===== config.mk =====
export PLATFORM = sky130hd
export DESIGN_NAME = junction_sensor_ctrl
export DESIGN_NICKNAME = d
export VERILOG_FILES = /design/src/rtl/junction_sensor_ctrl.sv
export SDC_FILE = /design/constraint.sdc
export NUM_CORES = 1
export LEC_CHECK = 0
export ABC_AREA = 1
export CAP_MARGIN = 30
export CORE_MARGIN = 2
export CORE_UTILIZATION = 52
export DETAILED_ROUTE_END_ITERATION = 10
export PLACE_DENSITY = 0.79
export RECOVER_POWER = 100
export SLEW_MARGIN = 15
export SYNTH_ARGS = -nofsm -noshare
export SYNTH_HDL_FRONTEND = slang
export SYNTH_SLANG_ARGS = --single-unit

===== constraint.sdc =====
create_clock -name clk -period 2.05 [get_ports clk]
set_input_delay 0.615 -clock clk [delete_from_list [all_inputs] [get_ports clk]]
set_output_delay 0.615 -clock clk [all_outputs]
set_load 0.005 [all_outputs]

===== src/rtl/junction_sensor_ctrl.sv =====
// junction_sensor_ctrl: main road plus NUM_SIDE sensor-actuated side roads, side roads served round-robin.
// Latency: lights, count and phase are registered; a phase of duration D holds for exactly D cycles.
// Backpressure: none; SENSOR pulses are latched into pending and served in round-robin order.
//
// Ports:
//   clk          system clock (1 cycle = 1 s)
//   rst          synchronous reset, active-high
//   SENSOR       vehicle present, one bit per side road
//   main_road1   main road 1 light {R,Y,G}
//   main_road1T  main road 1 protected-turn light {R,Y,G}
//   main_road2   main road 2 light {R,Y,G}
//   side_road    side road lights, side i at [3i+2:3i]
//   count        cycles remaining in the current phase
//   phase        current state encoding (debug)
//
// Optional feature macro: SIDE_GREEN_EXTEND_EN
//   When defined, a side green is extended by EXT_TIME (up to MAX_EXT times)
//   while the served side's sensor is still active at the last green cycle.
module junction_sensor_ctrl #(
  parameter int NUM_SIDE       = 2,
  parameter int COUNT_W        = 8,
  parameter int MAIN_MIN_GREEN = 60,
  parameter int TURN_TIME      = 10,
  parameter int SIDE_GREEN     = 20,
  parameter int YELLOW_TIME    = 3,
  parameter int ALL_RED_TIME   = 2,
  parameter int EXT_TIME       = 5,
  parameter int MAX_EXT        = 2
) (
  input  logic                  clk,
  input  logic                  rst,
  input  logic [NUM_SIDE-1:0]   SENSOR,
  output logic [2:0]            main_road1,
  output logic [2:0]            main_road1T,
  output logic [2:0]            main_road2,
  output logic [3*NUM_SIDE-1:0] side_road,
  output logic [COUNT_W-1:0]    count,
  output logic [2:0]            phase
);

  // ---------------------------------------------------------------------------
  // Elaboration-time parameter checks
  // ---------------------------------------------------------------------------
  localparam longint LIMIT = longint'(1) << COUNT_W;

  if (NUM_SIDE < 1 || NUM_SIDE > 8) begin : g_err_num_side
    $error("junction_sensor_ctrl: NUM_SIDE must be within 1..8");
  end
  if (longint'(MAIN_MIN_GREEN) >= LIMIT || MAIN_MIN_GREEN < 1) begin : g_err_main
    $error("junction_sensor_ctrl: MAIN_MIN_GREEN out of range");
  end
  if (longint'(TURN_TIME) >= LIMIT || TURN_TIME < 0) begin : g_err_turn
    $error("junction_sensor_ctrl: TURN_TIME out of range");
  end
  if (longint'(SIDE_GREEN) >= LIMIT || SIDE_GREEN < 1) begin : g_err_side
    $error("junction_sensor_ctrl: SIDE_GREEN out of range");
  end
  if (longint'(YELLOW_TIME) >= LIMIT || YELLOW_TIME < 1) begin : g_err_yellow
    $error("junction_sensor_ctrl: YELLOW_TIME out of range");
  end
  if (longint'(ALL_RED_TIME) >= LIMIT || ALL_RED_TIME < 1) begin : g_err_allred
    $error("junction_sensor_ctrl: ALL_RED_TIME out of range");
  end
  if (longint'(EXT_TIME) >= LIMIT || EXT_TIME < 1) begin : g_err_ext
    $error("junction_sensor_ctrl: EXT_TIME out of range");
  end
  if (longint'(MAX_EXT) >= LIMIT || MAX_EXT < 0) begin : g_err_maxext
    $error("junction_sensor_ctrl: MAX_EXT out of range");
  end

  // ---------------------------------------------------------------------------
  // Types and constants
  // ---------------------------------------------------------------------------
  localparam int SEL_W = (NUM_SIDE > 1) ? $clog2(NUM_SIDE) : 1;

  typedef enum logic [2:0] {
    S_MAIN_G  = 3'd0,
    S_MAIN2_Y = 3'd1,
    S_TURN_G  = 3'd2,
    S_TURN_Y  = 3'd3,
    S_SIDE_G  = 3'd4,
    S_SIDE_Y  = 3'd5,
    S_ALL_R   = 3'd6
  } state_t;

  typedef struct packed {
    logic [2:0]            m1;
    logic [2:0]            m1t;
    logic [2:0]            m2;
    logic [3*NUM_SIDE-1:0] side;
  } lights_t;

  localparam logic [2:0] L_RED = 3'b100;
  localparam logic [2:0] L_YEL = 3'b010;
  localparam logic [2:0] L_GRN = 3'b001;

  localparam logic [COUNT_W-1:0] C_ONE  = COUNT_W'(1);
  localparam logic [COUNT_W-1:0] C_MAIN = COUNT_W'(MAIN_MIN_GREEN);
  localparam logic [COUNT_W-1:0] C_TURN = COUNT_W'(TURN_TIME);
  localparam logic [COUNT_W-1:0] C_SIDE = COUNT_W'(SIDE_GREEN);
  localparam logic [COUNT_W-1:0] C_YEL  = COUNT_W'(YELLOW_TIME);
  localparam logic [COUNT_W-1:0] C_ALLR = COUNT_W'(ALL_RED_TIME);

  // With TURN_TIME == 0 the protected turn green is skipped entirely.
  localparam state_t             S_AFTER_M2Y = (TURN_TIME == 0) ? S_TURN_Y : S_TURN_G;
  localparam logic [COUNT_W-1:0] C_AFTER_M2Y = (TURN_TIME == 0) ? C_YEL : C_TURN;

`ifdef SIDE_GREEN_EXTEND_EN
  localparam int                 EXT_W = (MAX_EXT < 1) ? 1 : $clog2(MAX_EXT + 1);
  localparam logic [COUNT_W-1:0] C_EXT = COUNT_W'(EXT_TIME);
`endif

  // ---------------------------------------------------------------------------
  // Helpers
  // ---------------------------------------------------------------------------
  function automatic logic [NUM_SIDE-1:0] f_oh(input logic [SEL_W-1:0] sel);
    return NUM_SIDE'(1) << sel;
  endfunction

  // First requesting side strictly after ptr, searching cyclically upward.
  function automatic logic [SEL_W-1:0] f_rr(input logic [NUM_SIDE-1:0] req,
                                            input logic [SEL_W-1:0]    ptr);
    logic [SEL_W-1:0] res;
    logic [SEL_W-1:0] idx;
    logic             found;
    res   = ptr;
    found = 1'b0;
    for (int k = 1; k <= NUM_SIDE; k++) begin
      idx = SEL_W'((int'(ptr) + k) % NUM_SIDE);
      if (!found && req[idx]) begin
        res   = idx;
        found = 1'b1;
      end
    end
    return res;
  endfunction

  function automatic lights_t f_lights(input state_t s, input logic [SEL_W-1:0] sel);
    lights_t l;
    l.m1   = L_RED;
    l.m1t  = L_RED;
    l.m2   = L_RED;
    l.side = {NUM_SIDE{L_RED}};
    case (s)
      S_MAIN_G:  begin l.m1 = L_GRN; l.m2 = L_GRN; end
      S_MAIN2_Y: begin l.m1 = L_GRN; l.m2 = L_YEL; end
      S_TURN_G:  begin l.m1 = L_GRN; l.m1t = L_GRN; end
      S_TURN_Y:  begin l.m1 = L_YEL; l.m1t = L_YEL; end
      S_SIDE_G:  l.side[3*int'(sel) +: 3] = L_GRN;
      S_SIDE_Y:  l.side[3*int'(sel) +: 3] = L_YEL;
      default:   ;
    endcase
    return l;
  endfunction

  // ---------------------------------------------------------------------------
  // State
  // ---------------------------------------------------------------------------
  state_t              r_state;
  logic [COUNT_W-1:0]  r_count;
  logic [NUM_SIDE-1:0] r_pending;
  logic [SEL_W-1:0]    r_rr;
  logic [SEL_W-1:0]    r_sel;
  lights_t             r_lt;
`ifdef SIDE_GREEN_EXTEND_EN
  logic [EXT_W-1:0]    r_ext_cnt;
  logic                w_ext_ok;
`endif

  logic                w_entering_side;
  logic [SEL_W-1:0]    w_sel_nxt;
  logic [NUM_SIDE-1:0] w_set;
  logic [NUM_SIDE-1:0] w_clr;
  logic [NUM_SIDE-1:0] w_pending_nxt;

  assign w_entering_side = (r_state == S_TURN_Y) && (r_count <= C_ONE);
  assign w_sel_nxt       = f_rr(r_pending, r_rr);

  // The side currently in green cannot re-request itself; a request arriving
  // on the entry edge is swallowed by the clear.
  assign w_set         = SENSOR & ~((r_state == S_SIDE_G) ? f_oh(r_sel) : '0);
  assign w_clr         = w_entering_side ? f_oh(w_sel_nxt) : '0;
  assign w_pending_nxt = (r_pending | w_set) & ~w_clr;

`ifdef SIDE_GREEN_EXTEND_EN
  assign w_ext_ok = (|(SENSOR & f_oh(r_sel))) && (r_ext_cnt < EXT_W'(MAX_EXT));
`endif

  // ---------------------------------------------------------------------------
  // Phase sequencer with registered light outputs
  // ---------------------------------------------------------------------------
  always_ff @(posedge clk) begin
    if (rst) begin
      r_state   <= S_MAIN_G;
      r_count   <= C_MAIN;
      r_pending <= '0;
      r_rr      <= SEL_W'(NUM_SIDE - 1);
      r_sel     <= '0;
      r_lt      <= f_lights(S_MAIN_G, '0);
`ifdef SIDE_GREEN_EXTEND_EN
      r_ext_cnt <= '0;
`endif
    end else begin
      r_pending <= w_pending_nxt;
      case (r_state)
        S_MAIN_G: begin
          // Main green never ends before its minimum, then waits for a request.
          if ((r_count <= C_ONE) && (|r_pending)) begin
            r_state <= S_MAIN2_Y;
            r_count <= C_YEL;
            r_lt    <= f_lights(S_MAIN2_Y, r_sel);
          end else if (r_count != '0) begin
            r_count <= r_count - 1'b1;
          end
        end
        S_MAIN2_Y: begin
          if (r_count <= C_ONE) begin
            r_state <= S_AFTER_M2Y;
            r_count <= C_AFTER_M2Y;
            r_lt    <= f_lights(S_AFTER_M2Y, r_sel);
          end else begin
            r_count <= r_count - 1'b1;
          end
        end
        S_TURN_G: begin
          if (r_count <= C_ONE) begin
            r_state <= S_TURN_Y;
            r_count <= C_YEL;
            r_lt    <= f_lights(S_TURN_Y, r_sel);
          end else begin
            r_count <= r_count - 1'b1;
          end
        end
        S_TURN_Y: begin
          if (r_count <= C_ONE) begin
            r_state <= S_SIDE_G;
            r_count <= C_SIDE;
            r_sel   <= w_sel_nxt;
            r_rr    <= w_sel_nxt;
            r_lt    <= f_lights(S_SIDE_G, w_sel_nxt);
`ifdef SIDE_GREEN_EXTEND_EN
            r_ext_cnt <= '0;
`endif
          end else begin
            r_count <= r_count - 1'b1;
          end
        end
        S_SIDE_G: begin
          if (r_count > C_ONE) begin
            r_count <= r_count - 1'b1;
`ifdef SIDE_GREEN_EXTEND_EN
          end else if (w_ext_ok) begin
            // Vehicle still present: stay green for another EXT_TIME.
            r_count   <= C_EXT;
            r_ext_cnt <= r_ext_cnt + 1'b1;
`endif
          end else begin
            r_state <= S_SIDE_Y;
            r_count <= C_YEL;
            r_lt    <= f_lights(S_SIDE_Y, r_sel);
          end
        end
        S_SIDE_Y: begin
          if (r_count <= C_ONE) begin
            r_state <= S_ALL_R;
            r_count <= C_ALLR;
            r_lt    <= f_lights(S_ALL_R, r_sel);
          end else begin
            r_count <= r_count - 1'b1;
          end
        end
        S_ALL_R: begin
          if (r_count <= C_ONE) begin
            r_state <= S_MAIN_G;
            r_count <= C_MAIN;
            r_lt    <= f_lights(S_MAIN_G, r_sel);
          end else begin
            r_count <= r_count - 1'b1;
          end
        end
        default: begin
          r_state <= S_MAIN_G;
          r_count <= C_MAIN;
          r_lt    <= f_lights(S_MAIN_G, r_sel);
        end
      endcase
    end
  end

  assign main_road1  = r_lt.m1;
  assign main_road1T = r_lt.m1t;
  assign main_road2  = r_lt.m2;
  assign side_road   = r_lt.side;
  assign count       = r_count;
  assign phase       = r_state;

endmodule


==> flow_metrics.env <==
export IMPL_status="finished clean"
export IMPL_avgViaCountPerCell=4.96
export IMPL_synth_top_cell_by_area="dfxtp_1"
export IMPL_clkLatencyLatePin_ns=0.32
export IMPL_worstPathRequired_ns=1.43
export IMPL_rsz0062_at_grt="false"
export IMPL_vias=1601
export IMPL_cp_num_buf_inv=1
export IMPL_wl_per_cell_um=11.8
export IMPL_tritoncts="built"
export IMPL_synth_area_leaders="dfxtp_1 33%, nand2_1 15%, nor2_1 7.4%, inv_1 5.6%, nand3_1 4.2%"
export IMPL_yosysUniqueCellTypes=31
export IMPL_slew_headroom_pct=73.5
export IMPL_gp_congestion=0.911
export IMPL_cts_hold_buffers_added=0
export IMPL_synth_top_area_share_pct=33.3
export IMPL_grt_pass1_wl_um=6190
export IMPL_arrival_ns=1.32
export IMPL_antenna_left=0
export IMPL_dpl_hpwl_um=3040
export IMPL_r2r_start="count[0]$_SDFFE_PP0P_"
export IMPL_timing_final_crit_share_pct=94.4
export IMPL_crit_type="reg -> out"
export IMPL_worstPathCellList="dlygate4sd3_1"
export IMPL_cp_slowest_cell="dlygate4sd3_1"
export IMPL_start_util_pct=54.7
export IMPL_syn_avg_cell_area_um2=6.85
export IMPL_drc=0
export IMPL_post_route_util_pct=66.9
export IMPL_cp_max_fo=4
export IMPL_num_rows=20
export IMPL_die_height_um=60.9
export IMPL_synth_seq_cells=28
export IMPL_critPathTopFamily="buffers and inverters"
export IMPL_hp_start="main_road2[1]$_SDFFE_PP0P_"
export IMPL_place_inst=319
export IMPL_min_period_ns=1.94
export IMPL_vdd_drop_max_mv=0.354
export IMPL_power_mw=1.05
export IMPL_synth_area_mm2=0.00168
export IMPL_drtIter0Drc=71
export IMPL_setup_worst_path_end_class="output port"
export IMPL_postCtsSetupBuffers=0
export IMPL_final_setup_viol_count=0
export IMPL_slew_viol_final=0
export IMPL_grt_pass1_vias=1431
export IMPL_overflow=0
export IMPL_post_cts_resized=0
export IMPL_synth_cells=246
export IMPL_path_clk_slew_ns=0.15
export IMPL_dieArea_mm2=0.00371
export IMPL_grt_max_degree=19
export IMPL_layout_drive_gt1_share_pct=13.3
export IMPL_max_stage_delay_ns=0.59
export IMPL_synth_nets=255
export IMPL_core_area_mm2=0.00308
export IMPL_clk_path_buf_depth=2
export IMPL_p_leak_nw=1.00
export IMPL_setup_tns_ns=0
export IMPL_ys_warn_count=0
export IMPL_wl_um=3820
export IMPL_crit_start="count[4]$_SDFFE_PP1P_"
export IMPL_final_common_cell="nand2_1"
export IMPL_grtUsageTotal_pct=22.3
export IMPL_detail_route_first_pass_iterations=5
export IMPL_mostFrequentLayoutCells="67 x nand2_1, 35 x nor2_1, 27 x dfxtp_1"
export IMPL_hp_class="reg -> reg"
export IMPL_critPathLaunchType="flip-flop"
export IMPL_final_hold_violation_count=0
export IMPL_fmax_mhz=517
export IMPL_nets=289
export IMPL_cts_max_level=1
export IMPL_fin_cells=323
export IMPL_num_io_pins=30
export IMPL_fp_dieW_um=60.9
export IMPL_numCtsBuffers=3
export IMPL_clock_sinks=28
export IMPL_grt_antenna_before_repair=0
export IMPL_power_density_mw_per_mm2=512
export IMPL_port_buffers=29
export IMPL_seq_area_frac_synth_pct=33.3
export IMPL_maxCapViolations=0
export IMPL_fin_skew_ns=0.00263
export IMPL_worstMarginPinSlew_ns=0.397
export IMPL_area_growth_syn_to_layout_pct=22.2
export IMPL_cts_root_buf="clkbuf_4"
export IMPL_n_antenna_cell=0
-- per-stage QoR --
stage	cell area, um^2	hold slack (ns)	worst slack [ns]
floorplan	1680	0.440	0.315
global placement	2020	0.450	0.276
detailed placement	2020	0.453	0.166
CTS	2070	0.473	0.00617
global route	2060	0.478	0.0121
finish	2060	0.466	0.115
-- worst register-to-register path, cell delays in order, from the launching register on --
cell,delay (ns)
dfxtp_1,0.45
inv_1,0.10
ha_1,0.25
nor2_1,0.21
nor2_4,0.08
nand2_1,0.13
nand2_4,0.09
nand2_8,0.14
inv_6,0.09
nand2_4,0.08
nand2_4,0.08
nor3_2,0.16
-- cells in the mapped netlist --
library cell / n
nand3_2: 2
nor3_2: 4
nand2_2: 4
inv_1: 25
inv_2: 5
dfxtp_1: 28
nand3_1: 14
nor2_2: 4
nand4_1: 1
buf_4: 2
o21ai_0: 11
xor2_1: 1
o21ai_1: 9
nor2_4: 2
buf_6: 3
o211ai_1: 1
nor3_1: 4
nand2_4: 4
clkbuf_1: 1
nor2_1: 33
inv_6: 1
nand2_1: 66
ha_1: 5
xnor2_1: 1
o21ai_2: 2
nand3_4: 1
o31ai_1: 1
or2_2: 1
a21boi_0: 1
a21oi_1: 8
nand2_8: 1
-- kinds of logic after synthesis --
family / count (synthesis) / share of synthesized area, %
compound gates: 33 / 10.7
xor+xnor: 2 / 1.04
fa+ha+maj: 5 / 3.71
buf+inv: 37 / 10.3
flops: 28 / 33.3
simple gates: 141 / 40.9
-- flip-flops by register name, summed over array words and instances (netlist names) --
name / count
side_road: 6
r_rr: 1
main_road2: 3
count: 8
main_road1: 2
phase: 3
main_road1T: 2
r_sel: 1
r_pending: 2
-- report_power, final --
group	total [mW]	switching, mW	internal (mW)
combinational	0.124	0.0658	0.0577
sequential	0.573	0.0149	0.558
clock	0.357	0.159	0.198
total	1.05	0.240	0.813
-- worst paths after layout --
kind | cells past startpoint | endpoint | slack [ns]
setup reg to reg | 11 | phase[0]$_SDFFE_PP0P_ | 0.13
hold reg to reg | 2 | main_road2[1]$_SDFFE_PP0P_ | 0.47
hold / removal | 2 | main_road2[1]$_SDFFE_PP0P_ | 0.47
setup / recovery | 1 | count[4] | 0.11
-- cell type report --
class	instances	area, um^2
fillers	285	1020
inverters	31	121
repair buffers	35	335
well taps	44	55.1
multi-input cells	181	932
clock inverters	1	30.0
flip-flops and latches	28	562
clock buffers	3	22.5
-- routing by layer --
layer / up-vias / track usage [%] / part of all wire, %
li1: 842 / - / -
met1: 708 / 28.7 / 45
met2: 41 / 37.5 / 49
met3: 10 / 2.77 / 4.2
met4: 0 / 9.32 / 1.5
met5: - / 0 / 0
No activity file was read; power rests on OpenSTA's default activity.
